$ cat config.mk
export PLATFORM = sky130hd
export DESIGN_NAME = cu_useq
export DESIGN_NICKNAME = d
export VERILOG_FILES = /design/src/rtl/cu_pkg.sv /design/src/rtl/cu_dispatch_map.sv /design/src/rtl/cu_useq.sv
export SDC_FILE = /design/constraint.sdc
export NUM_CORES = 1
export LEC_CHECK = 0
export BUFFER_PORTS_ARGS = -buffer_cell sky130_fd_sc_hd__buf_2
export CAP_MARGIN = 40
export CORE_ASPECT_RATIO = 1.25
export CORE_MARGIN = 2
export CORE_UTILIZATION = 35
export CTS_BUF_LIST = sky130_fd_sc_hd__clkbuf_8
export DETAILED_ROUTE_END_ITERATION = 12
export PLACE_DENSITY_LB_ADDON = 0.12
export SETUP_SLACK_MARGIN = 0.4
export SLEW_MARGIN = 20
export SYNTH_ARGS = -nofsm -noshare
export SYNTH_HDL_FRONTEND = slang
export SYNTH_HIERARCHICAL = 1
export SYNTH_SLANG_ARGS = --single-unit
$ cat constraint.sdc
create_clock -name clock -period 2.07 [get_ports clock]
set_input_delay 0.207 -clock clock [delete_from_list [all_inputs] [get_ports clock]]
set_output_delay 0.207 -clock clock [all_outputs]
set_load 0.005 [all_outputs]
$ cat src/rtl/cu_pkg.sv
// Shared definitions for the CPU control-unit microcode sequencer: microword
// field positions, advance codes, the NOP word and the write-enable mask.
package cu_pkg;

  localparam int CS_W      = 65;
  localparam int DB_NREAD  = 32;
  localparam int DB_NWRITE = 4;
  localparam int ADV_LSB   = 30;
  localparam int ADV_MSB   = 31;

  localparam logic [1:0] ADV_NEXT     = 2'b00;
  localparam logic [1:0] ADV_DISPATCH = 2'b01;
  localparam logic [1:0] ADV_COND     = 2'b10;
  localparam logic [1:0] ADV_END      = 2'b11;

  // Both bus strobes are active-low, so an idle word has them set.
  localparam logic [CS_W-1:0] CS_NOP = (65'd1 << DB_NREAD) | (65'd1 << DB_NWRITE);

  localparam logic [CS_W-1:0] CS_WE_MASK =
    (65'd1 << 21) | (65'd1 << 28) | (65'd1 << 29) | (65'd1 << 39) |
    (65'd1 << 40) | (65'd1 << 41) | (65'd1 << 42) | (65'd1 << 52) |
    (65'd1 << 55) | (65'd1 << 56) | (65'd1 << 62) | (65'd1 << 63) |
    (65'd1 << 64);

  typedef enum logic [1:0] {ST_RUN, ST_WAIT, ST_HALT} useq_state_e;

  function automatic logic [4:0] lowest_bit(input logic [4:0] v);
    return v & (~v + 5'd1);
  endfunction

endpackage

$ cat src/rtl/cu_dispatch_map.sv
// Opcode dispatch map: {cb_mode, opcode} -> entry uPC of the opcode routine.
module cu_dispatch_map #(
  parameter int UPC_W = 10
) (
  input  logic             cb_mode,
  input  logic [7:0]       opcode,
  output logic [UPC_W-1:0] entry
);

  // Two microwords reserved per opcode; the CB table takes the upper half.
  assign entry = UPC_W'({cb_mode, opcode, 1'b0});

endmodule

$ cat src/rtl/cu_useq.sv
// Microcode sequencer: owns the uPC, inserts bus wait states, handles CB prefix
// and HALT. Optional interrupt entry at END is enabled by CU_INTERRUPT_EN.
module cu_useq
  import cu_pkg::*;
#(
  parameter int               UPC_W       = 10,
  parameter logic [UPC_W-1:0] FETCH_UADDR = '0,
  parameter logic [UPC_W-1:0] INT_UADDR   = UPC_W'(10'h3F0)
) (
  input  logic             clock,
  input  logic             reset,
  output logic [UPC_W-1:0] urom_addr,
  input  logic [CS_W-1:0]  urom_data,
  output logic [CS_W-1:0]  control_signals,
  input  logic [7:0]       inst_byte,
  input  logic             flag_z,
  input  logic             flag_c,
  input  logic             mem_ready,
  input  logic             wake,
  input  logic [4:0]       irq_req,
  input  logic             ime,
  output logic [4:0]       irq_ack,
  output logic             halted,
  output logic             cb_mode
);

  useq_state_e      state, state_nx;
  logic [UPC_W-1:0] upc, upc_nx, disp_entry;
  logic [7:0]       op_q, op_nx;
  logic             cb_q, cb_nx;
  logic [4:0]       ack_q, ack_nx;
  logic [1:0]       adv;
  logic             bus_act, stall, cond_ok;
  logic             end_int, wake_int;
  logic [4:0]       int_vec;

`ifdef CU_INTERRUPT_EN
  assign end_int  = ime & (|irq_req);
  assign wake_int = ime;
  assign int_vec  = lowest_bit(irq_req);
`else
  logic unused_irq;
  assign unused_irq = ^{irq_req, ime};
  assign end_int    = 1'b0;
  assign wake_int   = 1'b0;
  assign int_vec    = '0;
`endif

  assign adv     = urom_data[ADV_MSB:ADV_LSB];
  assign bus_act = ~urom_data[DB_NREAD] | ~urom_data[DB_NWRITE];
  assign stall   = (state != ST_HALT) & bus_act & ~mem_ready;

  cu_dispatch_map #(.UPC_W(UPC_W)) u_map (
    .cb_mode (cb_q),
    .opcode  (inst_byte),
    .entry   (disp_entry)
  );

  // Condition code comes from the opcode latched at dispatch: NZ, Z, NC, C.
  always_comb begin
    cond_ok = 1'b0;
    unique case (op_q[4:3])
      2'b00:   cond_ok = ~flag_z;
      2'b01:   cond_ok = flag_z;
      2'b10:   cond_ok = ~flag_c;
      default: cond_ok = flag_c;
    endcase
  end

  always_comb begin
    state_nx = state;
    upc_nx   = upc;
    op_nx    = op_q;
    cb_nx    = cb_q;
    ack_nx   = '0;
    if (state == ST_HALT) begin
      upc_nx = FETCH_UADDR;
      if (wake) begin
        state_nx = ST_RUN;
        if (wake_int) begin
          upc_nx = INT_UADDR;
          ack_nx = int_vec;
          cb_nx  = 1'b0;
        end
      end
    end else if (stall) begin
      state_nx = ST_WAIT;
    end else begin
      state_nx = ST_RUN;
      unique case (adv)
        ADV_NEXT: upc_nx = upc + UPC_W'(1);
        ADV_DISPATCH: begin
          upc_nx = disp_entry;
          op_nx  = inst_byte;
          cb_nx  = (inst_byte == 8'hCB) & ~cb_q;
          if (~cb_q && inst_byte == 8'h76) begin
            state_nx = ST_HALT;
            upc_nx   = FETCH_UADDR;
          end
        end
        ADV_COND: upc_nx = cond_ok ? upc + UPC_W'(1) : FETCH_UADDR;
        default: begin
          upc_nx = FETCH_UADDR;
          if (end_int) begin
            upc_nx = INT_UADDR;
            ack_nx = int_vec;
            cb_nx  = 1'b0;
          end
        end
      endcase
    end
  end

  always_ff @(posedge clock) begin
    if (reset) begin
      state <= ST_RUN;
      upc   <= FETCH_UADDR;
      op_q  <= '0;
      cb_q  <= 1'b0;
      ack_q <= '0;
    end else begin
      state <= state_nx;
      upc   <= upc_nx;
      op_q  <= op_nx;
      cb_q  <= cb_nx;
      ack_q <= ack_nx;
    end
  end

  // Stalled writes are suppressed until the bus completes; reset and HALT idle the bus.
  always_comb begin
    control_signals = urom_data;
    if (reset || state == ST_HALT)
      control_signals = CS_NOP;
    else if (stall)
      control_signals = urom_data & ~CS_WE_MASK;
  end

  assign urom_addr = upc;
  assign halted    = (state == ST_HALT);
  assign cb_mode   = cb_q;
  assign irq_ack   = ack_q;

endmodule

==> Word level (Yosys, flattened, before mapping) <==
Index checks and enable logic that the tools add are counted.
{ "totals": {"in_bits": 85, "wordCells": 43, "reg_bits": 18} }
{ "classes": {"mux": 11, "eq_ne": 9, "addsub": 1, "n_bitwise": 12, "reduce_logical": 6} }
{ "ops": {"columns": ["op", "count"], "rows": [
  ["$mux 65", 2],
  ["$pmux 10 s3", 1],
  ["$mux 10", 2],
  ["$add 10x1->10 const B", 1],
  ["$mux 2", 5],
  ["$eq 8x7->1 const B", 1],
  ["$eq 8x8->1 const B", 1],
  ["$not 1->1", 8],
  ["$eq 2x2->1 const B", 3],
  ["$eq 2x1->1 const B", 2],
  ["$logic_not 2->1", 2],
  ["$ne 2x2->1 const B", 2],
  ["$and 1x1->1", 3],
  ["$pmux 1 s3", 1],
  ["$reduce_and 3->1", 1],
  ["$reduce_or 2->1", 1],
  ["$logic_and 1x1->1", 1],
  ["$logic_or 1x1->1", 1],
  ["$or 1x1->1", 1]
]} }

==> Depth between registers and ports, before layout <==
Gate-level depths: netlist of run 1.
{ "logic_depth": {"word_depth": 6, "ltp_mapped": 6} }

==> Cells and area by module <==
Netlist of run 1, hierarchy kept.
{ "by_module_without_submodules": {"columns": ["mod", "cells_per_inst", "area_each_um2", "n_inst"], "rows": [
  ["cu_useq", 184, 1417.6, 1],
  ["cu_dispatch_map", 11, 78.8, 1]
]} }

==> Worst setup path before layout of run 1 <==
OpenSTA, ideal clock, no wires.
{ "synth_path": {"path_kind": "register to register", "start": "register op_q[4]", "end": "register upc[9] (netlist: urom_addr[9])", "path_slack_ns": 0.574, "setup_ns": 0.122, "required_ns": 1.948, "stages_incl_launch_ff": 6, "period_less_slack_ns": 1.496, "arrival_time_ns": 1.375, "cell_sequence": "dfxtp_1 -> mux2i_1 -> mux2_4 -> buf_4 -> o211a_1 -> a221o_1"} }
{ "synth_via": {"elab_chain_len": 4} }
{ "synth_lines": {"columns": ["item", "line", "rtl"], "rows": [
  ["start, declared", "cu_useq.sv:29", "logic [7:0] op_q, op_nx;"],
  ["start signal, assigned", "cu_useq.sv:124", "op_q <= op_nx;"],
  ["$eq 2x2->1, or another cell as far along", "cu_useq.sv:62", "unique case (op_q[4:3])"],
  ["$pmux 1 s3 *", "cu_useq.sv:62", null],
  ["$mux 10 *", "cu_useq.sv:101", "ADV_COND: upc_nx = cond_ok ? upc + UPC_W'(1) : FETCH_UADDR;"],
  ["$pmux 10 s3 *", "cu_useq.sv:90", "unique case (adv)"],
  ["end signal, assigned", "cu_useq.sv:123", "upc <= upc_nx;"],
  ["end, declared", "cu_useq.sv:28", "logic [UPC_W-1:0] upc, upc_nx, disp_entry;"]
]} }
Every way passes the cells marked *; elsewhere a longest branch is shown, timed or not.
A chain may end at the register's enable or synchronous reset.

==> Worst setup path after layout of run 1 <==
{ "layout_path": {"start": "register state[1]", "end": "output port control_signals[42]"} }
{ "layout_via": {"elab_chain_len": 5} }
{ "layout_lines": {"columns": ["item", "line", "rtl"], "rows": [
  ["start, declared", "cu_useq.sv:27", "useq_state_e state, state_nx;"],
  ["start signal, assigned", "cu_useq.sv:122", "state <= state_nx;"],
  ["$ne 2x2->1", "cu_useq.sv:51", "assign stall = (state != ST_HALT) & bus_act & ~mem_ready;"],
  ["$and 1x1->1 (2 in a row)", "cu_useq.sv:51", null],
  ["$mux 65", "cu_useq.sv:135", "else if (stall)"],
  ["$mux 65 *", "cu_useq.sv:133", "if (reset || state == ST_HALT)"],
  ["end, declared", "cu_useq.sv:14", "output logic [CS_W-1:0] control_signals,"]
]} }
Marked as above.

==> results of run 1 <==
[through the flow]
stage | power [uW] | instance area, sq um | util, % | worst slack [ns] | std cells
6_report | 860 | 2360 | 57.7 | 0.480 | 402
3_5_place_dp | 608 | 2220 | 54.1 | 0.461 | 387
5_1_grt | 920 | 2360 | 57.7 | 0.388 | 402
4_1_cts | 849 | 2290 | 56.0 | 0.291 | 394
2_1_floorplan | 465 | 1510 | - | 0.574 | 199
3_3_place_gp | 603 | 2210 | 53.8 | 0.131 | 386
[worst max-delay path by stage]
stage              from                  end  slack [ns]  depth (start not counted)
2_1_floorplan   op_q[4]         urom_addr[9]        0.57                          5
3_3_place_gp   state[1]  control_signals[60]        0.13                          4
3_5_place_dp      reset         urom_addr[2]        0.46                          5
4_1_cts        state[1]   control_signals[7]        0.29                          4
5_1_grt        state[1]  control_signals[55]        0.39                          5
6_report       state[1]  control_signals[42]        0.48                          5
[logic make-up (layout without fill, tap and decap cells)]
logic type      count (synthesis)  in the layout  share of synthesized area [%]
simple gates                  115            117                           47.8
buf+inv                        31            176                           12.5
flops                          15             15                           20.1
other cells                     2              6                          0.502
compound gates                 26             26                           14.5
fa+ha+maj                       1              1                          0.836
mux                             5              5                           3.68
[state kept, by name, indices dropped and copies added, names as in the netlist]
register,cells
urom_addr,10
op_q,2
state,2
cb_mode,1
[placed cells by master (no fill, tap or decap), types with 2 or more instances in the layout]
cell type,count
a221o_1,2
or3_1,2
a31oi_1,2
o31a_1,3
nor3_1,3
buf_4,11
a32oi_1,3
a32o_1,2
nand3_1,11
nor4_1,3
and2_1,63
o211a_1,2
dfxtp_1,14
conb_1,6
buf_2,155
mux2i_1,4
nand2_1,9
nand2b_1,3
nor2_4,2
nor2_1,5
nand4_1,2
inv_1,6
clkbuf_8,3
o211ai_1,6
[layout make-up]
class,instances,area [sq um],share of cell area [%]
Sequential cell,15,302,12.8
Clock buffer,3,41.3,1.75
Tap cell,56,70.1,2.96
Timing Repair Buffer,167,870,36.8
Multi-Input combinational cell,155,1060,44.8
Inverter,5,18.8,0.794
Clock inverter,1,3.75,0.159
[power by group through the flow]
stage	logic [uW]	clock network (uW)	registers, uW
floorplan	148	0	317
global placement	284	0	319
detailed placement	288	0	320
CTS	294	241	313
global route	341	263	316
finish	310	236	314
[repair_timing]
item / CTS / global route
buffers inserted: 2 / 7
cloned: 1 / 1
endpoints found under the setup margin: 62 / 58
pin swaps: 1 / 3
gates resized for setup: 2 / 3
[routing by layer]
metal | global-route usage [%] | routed length (um)
met5 | 0 | 0
met4 | 4.67 | 81
met3 | 5.43 | 403
met2 | 40.3 | 2910
met1 | 26.4 | 2200
[critical path: cells and delay by family, from the launching register on]
family	cells	cell delay, ns
buf+inv	2	0.28
flops	1	0.31
simple gates	3	0.53
==> impl_metrics.csv, run 1 <==
group,metric,value,unit
synthesis,synth_ff_type,"dfxtp_1",
timing,period_minus_slack,1.59,ns
critical_path,path_cells,"nor2b_4, nor3_4, buf_6, and2_1, buf_2",
timing,skew,0.00195,ns
synthesis,yosysTopAreaCellShare,26.3,%
clock_network,clkLatencyLatePin,0.25,ns
timing,hold_viol,0,
hold_path,worstHoldStart,"inst_byte[1]",
global_route,grt_antenna_before_repair,0,
routing,postRouteAntennaNets,0,
critical_path,worstPathRequired,1.86,ns
status,status,"finished, final reports clean",
power,seqPwrFrac,36.5,%
routing,viasPerCell,4.82,
power,p_sw_share,29.9,%
timing,slew_viol_final,0,
timing,rsz0062_at_grt,"yes",
global_route,gr-usage-all-layers,22.3,%
synthesis,async_flop_share,0,%
clock_network,path_clk_slew,0.06,ns
floorplanning,design.die.area,0.00482,sq mm
global_route,grt_max_degree,26,
routing,route.detailed.drc,0,
critical_path,worstRegToRegCells,4,
clock_network,h-tree-depth,1,
timing,setup-violations-final,0,
synthesis,ys_seq_area_share,20.1,%
floorplanning,fp.dieW,62.5,um
critical_path,slowest_stage,"dfxtp_1",
placement,globalplace.congestion,0.787,
hold_path,whs_path_depth,3,
placement,io_buffers,155,
power,leakage,0.00130,uW
run,drv_cap,0,
global_route,grt-ovfl-total,0,
cells_and_area,final_layout_size_suffix_gt1_share,53.5,%
clock_network,cts_root_buf,"clkbuf_8",
floorplanning,rows,26,
synthesis,synth_cells,195,
cells_and_area,diodes,0,
power,clockPowerShare,27.5,%
synthesis,syn_area,0.00150,sq mm
timing,hold_ws,0.221,ns
clock_network,cts_tree,"yes",
hold_path,hp-class,"primary input to register",
synthesis,synth.ff_latch_count,15,
floorplanning,ioPinCount,167,
routing,first_pass_iters,4,
cells_and_area,fillers,426,
critical_path,ff2ff_setup_slack,0.50,ns
synthesis,synth-edff-count,0,
clock_network,numCtsBuffers,3,
synthesis,yosysMostFrequentCell,"and2_1",
global_route,grt_pass1_vias,1826,
synthesis,synth_commonest_cells,"and2_1, buf_4, dfxtp_1",
synthesis,syn_area_per_cell,7.67,sq um
critical_path,crit_type,"register to output port",
floorplanning,core_area,0.00410,sq mm
synthesis,synth_cell_type_count,43,
cells_and_area,area_growth,58.0,%
synthesis,synth_area_leaders,"and2_1, dfxtp_1, buf_4",
routing,wl_per_cell,13.9,um
power,netSwitchingPower,257,uW
critical_path,critPathCaptureType,"output port",
routing,drtIter0Drc,120,
synthesis,synth_top_cell_by_area,"and2_1",
clock_network,clockBufferDepth,2,
floorplanning,initial_core_util,36.5,%
placement,place_hpwl,4.31,mm
timing,fin_setup_tns,0,ns
floorplanning,fp.dieH,77.1,um
power,power_density,364,mW/mm^2
routing,wl,5.60,mm
critical_path,crit_fanout,18,
timing,fin_crit_sh,76.8,%
critical_path,r2r-end,"urom_addr[1]",
power,combPwrFrac,36.0,%
synthesis,yosys_warnings,6,
cells_and_area,fin_nets,433,
routing,via_count,1938,
hold_path,min_to,"urom_addr[2]",
clock_network,cts_hold_buf,0,
clock_network,cts_sinks,15,
critical_path,critPathMaxStageDelay,0.31,ns
power,ir_worst_vdd,0.000175,V
critical_path,arrival,1.38,ns
critical_path,rr_startpoint,"op_q[4]",
timing,fmax,629,MHz
global_route,grt_pass1_wl,8.69,mm
power,intPower,603,uW
critical_path,critPathLaunchType,"register",
(Power assumes the default switching activity.)
==> run 2: changes to the inputs <==
Settings changed: CORE_UTILIZATION 35 to 32.
Clock period 2.07 ns to 1.3 ns, I/O delays scaled along.
==> run 2 against run 1 <==
Net effect:
- the run now ends with setup timing left
- highest routed layer is now met3
- clock skew is 0.0014 ns higher
- combinational power grew to 2.8 times the previous value
- die area is 8.8% higher
- largest cell class is now non-clock buffers
- critical path depth is 1 higher
- sequential cell count stayed put
==> impl_metrics.csv, run 2 (synthesized netlist as in run 1, its figures left out) <==
group,metric,value,unit
placement,post_dp_cell_area,0.00269,sq mm
clock_network,h-tree-depth,1,
routing,first_pass_iters,5,
hold_path,whs_path_depth,3,
global_route,grt_antenna_before_repair,0,
cells_and_area,layout_common_cells,"buf_2, buf_6, and2_4",
timing,slew_viol_final,0,
clock_network,path_clk_slew,0.06,ns
floorplanning,fp.dieW,65.2,um
floorplanning,ioPinCount,167,
clock_network,clockBufferDepth,2,
power,leakage,0.00180,uW
critical_path,crit_fanout,6,
critical_path,arrival,1.42,ns
power,ir_worst_vdd,0.000567,V
floorplanning,fp.dieH,80.5,um
timing,hold_viol,0,
cells_and_area,diodes,0,
clock_network,numCtsBuffers,3,
critical_path,critPathLaunchType,"register",
clock_network,cts_root_buf,"clkbuf_8",
placement,globalplace.congestion,0.791,
routing,postRouteAntennaNets,0,
cells_and_area,largest_reg_flops,10,
critical_path,ff2ff_setup_slack,-0.24,ns
critical_path,rr_startpoint,"state[1]",
hold_path,hp-class,"primary input to register",
run,drv_cap,0,
timing,setup_ws,-0.252,ns
global_route,gr-usage-all-layers,23.7,%
timing,period_minus_slack,1.55,ns
critical_path,worstRegToRegCells,8,
global_route,grt_pass1_wl,9.94,mm
cells_and_area,final_layout_size_suffix_gt1_share,77.1,%
hold_path,worstHoldStart,"inst_byte[1]",
critical_path,critPathCaptureType,"output port",
power,power_density,497,mW/mm^2
status,violations,"setup timing",
clock_network,cts_sinks,15,
timing,setup-violations-final,75,
critical_path,worstPathRequired,1.17,ns
timing,skew,0.00332,ns
critical_path,r2r-end,"urom_addr[5]",
cells_and_area,fin_nets,484,
placement,place_hpwl,4.65,mm
timing,fin_crit_sh,119,%
routing,wl,6.78,mm
critical_path,crit_type,"register to output port",
floorplanning,rows,27,
clock_network,clkLatencyLatePin,0.25,ns
cells_and_area,layout_commonest_cell,"buf_2",
clock_network,cts_tree,"yes",
routing,route.detailed.drc,0,
timing,rsz0062_at_grt,"yes",
cells_and_area,final_cell_area,0.00351,sq mm
global_route,grt_max_degree,24,
global_route,grt-ovfl-total,0,
hold_path,min_to,"urom_addr[2]",
routing,wl_per_cell,14.9,um
floorplanning,design.die.area,0.00524,sq mm
timing,fin_setup_tns,-14.06,ns
routing,drtIter0Drc,75,
floorplanning,initial_core_util,33.6,%
routing,via_count,2210,
floorplanning,core_area,0.00446,sq mm
timing,fmax,644,MHz
placement,io_buffers,155,
routing,viasPerCell,4.86,
global_route,grt_pass1_vias,2140,
status,status,"complete, but fails checks",
cells_and_area,area_growth,134,%
## run 2: repair_timing
item,CTS,global route
hold endpoints to repair,0,0
setup buffers,16,3
hold buffers,0,0
pin swaps,15,15
cloned,6,1
endpoints found under the setup margin,89,91
resized for setup,79,28
## run 2: layout make-up
type,count,area (sq um)
Timing Repair Buffer,217,1790
Multi-Input combinational cell,156,1260
Fill cell,295,953
Sequential cell,15,322
Tap cell,58,72.6
Clock buffer,3,41.3
Inverter,5,18.8
Clock inverter,1,3.75
## run 2: per-layer routing
| layer | global-route usage (%) | share of wire, % |
|---|---|---|
| met5 | 0 | 0 |
| met4 | 3.75 | 0 |
| met3 | 2.52 | 6.2 |
| met2 | 47.0 | 55 |
| met1 | 27.0 | 39 |
## run 2: critical path: stages (launching register included)
cell and delay [ns]:
dfxtp_2 0.33, nor2b_4 0.23, nor2_4 0.09, buf_12 0.14, clkbuf_16 0.14, and2_4 0.14, buf_6 0.11
## run 2: metrics by stage
stage	setup slack, ns	power (uW)	util [%]	hold WS [ns]	cells
finish	-0.252	1740	78.6	0.160	455
global route	-0.294	1830	78.6	0.161	455
CTS	-0.234	1670	74.0	0.157	451
detailed placement	-0.249	1140	60.4	0.411	425
global placement	-0.334	1120	59.8	0.420	424
floorplan	-0.154	843	-	0.277	199
## run 2: power by group
part	switching, uW	internal (uW)
clock network	167	209
registers	16.0	477
logic	311	563
## run 2: worst max-delay path by stage
stage,depth (start not counted),slack [ns],startpoint,end
2_1_floorplan,5,-0.15,op_q[4],urom_addr[9]
3_3_place_gp,4,-0.33,state[1],control_signals[61]
3_5_place_dp,4,-0.25,op_q[4],urom_addr[1]
4_1_cts,5,-0.23,state[1],control_signals[25]
5_1_grt,6,-0.29,state[1],control_signals[56]
6_report,6,-0.25,state[1],control_signals[1]
==> run 3: changes to the inputs <==
Settings changed: CORE_UTILIZATION 32 to 30, SYNTH_HIERARCHICAL 1 to unset, TNS_END_PERCENT set to 30.
==> run 3 against run 2 <==
Net effect:
- the run still ends with setup timing left
- first-iteration DRC count rose by 45%
- wire length rose by 6.2%
- largest power group unchanged
- sequential power fell by 2%
- final cell count fell by 1.1%
- critical endpoint is now urom_addr[8]
- worst setup slack got worse by 0.081 ns
==> impl_metrics.csv, run 3 <==
group,metric,value,unit
critical_path,crit_path_frequent_cell,"mux2i_2",
global_route,gr-usage-all-layers,25.3,%
timing,rsz0062_at_grt,"yes",
power,power_density,511,mW/mm^2
timing,setup_ws,-0.333,ns
cells_and_area,fin_nets,479,
placement,pre_cts_ws,-0.332,ns
clock_network,path_clk_slew,0.07,ns
placement,place_hpwl,5.14,mm
routing,wl,7.19,mm
clock_network,numCtsBuffers,3,
critical_path,crit_fanout,2,
floorplanning,rows,27,
timing,slew_viol_final,0,
cells_and_area,layout_common_cells,"buf_2, buf_6, and3_4",
cells_and_area,diodes,0,
timing,setup-violations-final,77,
critical_path,critPathLaunchType,"register",
cells_and_area,final_layout_size_suffix_gt1_share,69.4,%
run,drv_cap,0,
routing,postRouteAntennaNets,0,
routing,route.detailed.drc,0,
floorplanning,fp.dieH,79.4,um
cells_and_area,area_growth,138,%
routing,via_count,2298,
floorplanning,initial_core_util,31.1,%
synthesis,synth_area_leaders,"and3_1, dfxtp_1, nand3_1",
clock_network,cts_root_buf,"clkbuf_8",
timing,skew,0.00187,ns
synthesis,yosysMostFrequentCell,"and3_1",
synthesis,synth.ff_latch_count,15,
clock_network,cts_hold_buf,0,
synthesis,synth_cell_type_count,35,
synthesis,yosysTopAreaCellShare,31.7,%
clock_network,clockBufferDepth,2,
status,violations,"setup timing",
synthesis,yosys_warnings,0,
critical_path,critPathMaxStageDelay,0.46,ns
global_route,grt_pass1_wl,10.2,mm
floorplanning,core_area,0.00439,sq mm
synthesis,async_flop_share,0,%
routing,wl_per_cell,16.0,um
global_route,grt-ovfl-total,0,
cells_and_area,final_cell_count_no_fill,450,
critical_path,worstPathRequired,1.49,ns
floorplanning,design.die.area,0.00510,sq mm
synthesis,synth_commonest_cells,"and3_1, clkbuf_1, dfxtp_1, nand2_1, nor2_1",
critical_path,arrival,1.82,ns
synthesis,ys_seq_area_share,22.0,%
floorplanning,ioPinCount,167,
routing,drtIter0Drc,109,
timing,period_minus_slack,1.63,ns
clock_network,cts_sinks,15,
clock_network,cts_tree,"yes",
hold_path,hp-class,"primary input to register",
synthesis,synth_cells,198,
placement,io_buffers,155,
timing,hold_viol,0,
global_route,grt_max_degree,51,
global_route,grt_antenna_before_repair,0,
critical_path,path_cells,"mux2i_2, mux2i_2, or2_1, or4_1, a31oi_1",
timing,fin_crit_sh,126,%
clock_network,h-tree-depth,1,
placement,post_dp_cell_area,0.00256,sq mm
critical_path,slowest_stage,"or4_1",
clock_network,clkLatencyLatePin,0.25,ns
floorplanning,fp.dieW,64.3,um
cells_and_area,layout_commonest_cell,"buf_2",
power,leakage,0.00171,uW
routing,first_pass_iters,4,
synthesis,synth_ff_type,"dfxtp_1",
critical_path,critPathCaptureType,"register",
status,status,"complete, but fails checks",
synthesis,synth_top_cell_by_area,"and3_1",
cells_and_area,final_cell_area,0.00325,sq mm
critical_path,crit_type,"register to register",
timing,fmax,612,MHz
power,ir_worst_vdd,0.000363,V
routing,viasPerCell,5.11,
synthesis,syn_area,0.00136,sq mm
synthesis,synth-edff-count,0,
placement,post-place-cells,432,
synthesis,syn_area_per_cell,6.89,sq um
cells_and_area,largest_reg_flops,10,
placement,globalplace.congestion,0.867,
global_route,grt_pass1_vias,2226,
power,finalPower,1660,uW
run 3: cell types whose count changed in the layout (fill, tap and decap cells not counted), moves of 7 or more:
cell | previous run | this run
and2_4 | 56 | 0
buf_6 | 81 | 44
and3_4 | 0 | 35
and3_1 | 1 | 34
buf_2 | 104 | 121
buf_4 | 25 | 34
dfxtp_1 | 2 | 11
dfxtp_2 | 11 | 2
and2_1 | 7 | 0
run 3: path summary, 6_finish.rpt:
path / depth (start not counted) / slack, ns / endpoint / startpoint
max: 5 / -0.33 / urom_addr[8] / op_q[4]
min: 3 / 0.14 / urom_addr[3] / inst_byte[2]
max reg2reg: 5 / -0.33 / urom_addr[8] / op_q[4]
min reg2reg: 2 / 0.52 / op_q[4] / op_q[4]
run 3: cell families after synthesis:
| family | synth area share (%) |
|---|---|
| muxes | 3.67 |
| and+or+nand+nor | 53.2 |
| AOI/OAI and AO/OA | 11.8 |
| xor gates and xnor gates | 0.642 |
| DFF | 22.0 |
| adders and majority gates | 0.917 |
| buffers and inverters | 7.43 |
| other | 0.275 |
run 3: per-stage QoR:
stage,hold WS (ns),util [%],TNS (ns)
floorplan,0.195,-,-0.702
global placement,0.390,58.2,-1.91
detailed placement,0.402,58.2,-2.19
CTS,0.135,68.3,-8.50
global route,0.150,74.0,-13.32
finish,0.136,74.0,-9.76
run 3: layout make-up:
type / count / area (sq um)
Timing Repair Buffer: 206 / 1510
Multi-Input combinational cell: 165 / 1310
Fill cell: 351 / 1140
Sequential cell: 15 / 310
Tap cell: 58 / 72.6
Clock buffer: 3 / 41.3
Inverter: 2 / 10.0
Clock inverter: 1 / 5.00
run 3: timing repair:
item | 4_1_cts | 5_1_grt
buffers inserted | 8 | 4
resized for setup | 53 | 44
pin swaps | 16 | 19
endpoints found under the setup margin | 91 | 92
cloned | 2 | 0
run 3: critical path, delay by kind of cell, from the launching register on:
family,cells,cell delay (ns)
and+or+nand+nor,2,0.71
muxes,2,0.35
DFF,1,0.34
AOI/OAI and AO/OA,1,0.16
run 3: layer usage:
metal  vias up  track usage [%]  routed length, um
li1       1116                -                  -
met1      1067             28.5               2620
met2       108             49.1               3970
met3         7             3.24                502
met4         0             6.81                 95
met5         -                0                  0
run 3: power breakdown:
group / leakage [uW] / internal [uW] / switching [uW]
combinational: 0.00156 / 470 / 311
sequential: 0.000124 / 473 / 12.0
clock: 0.0000255 / 213 / 182
total: 0.00171 / 1160 / 505
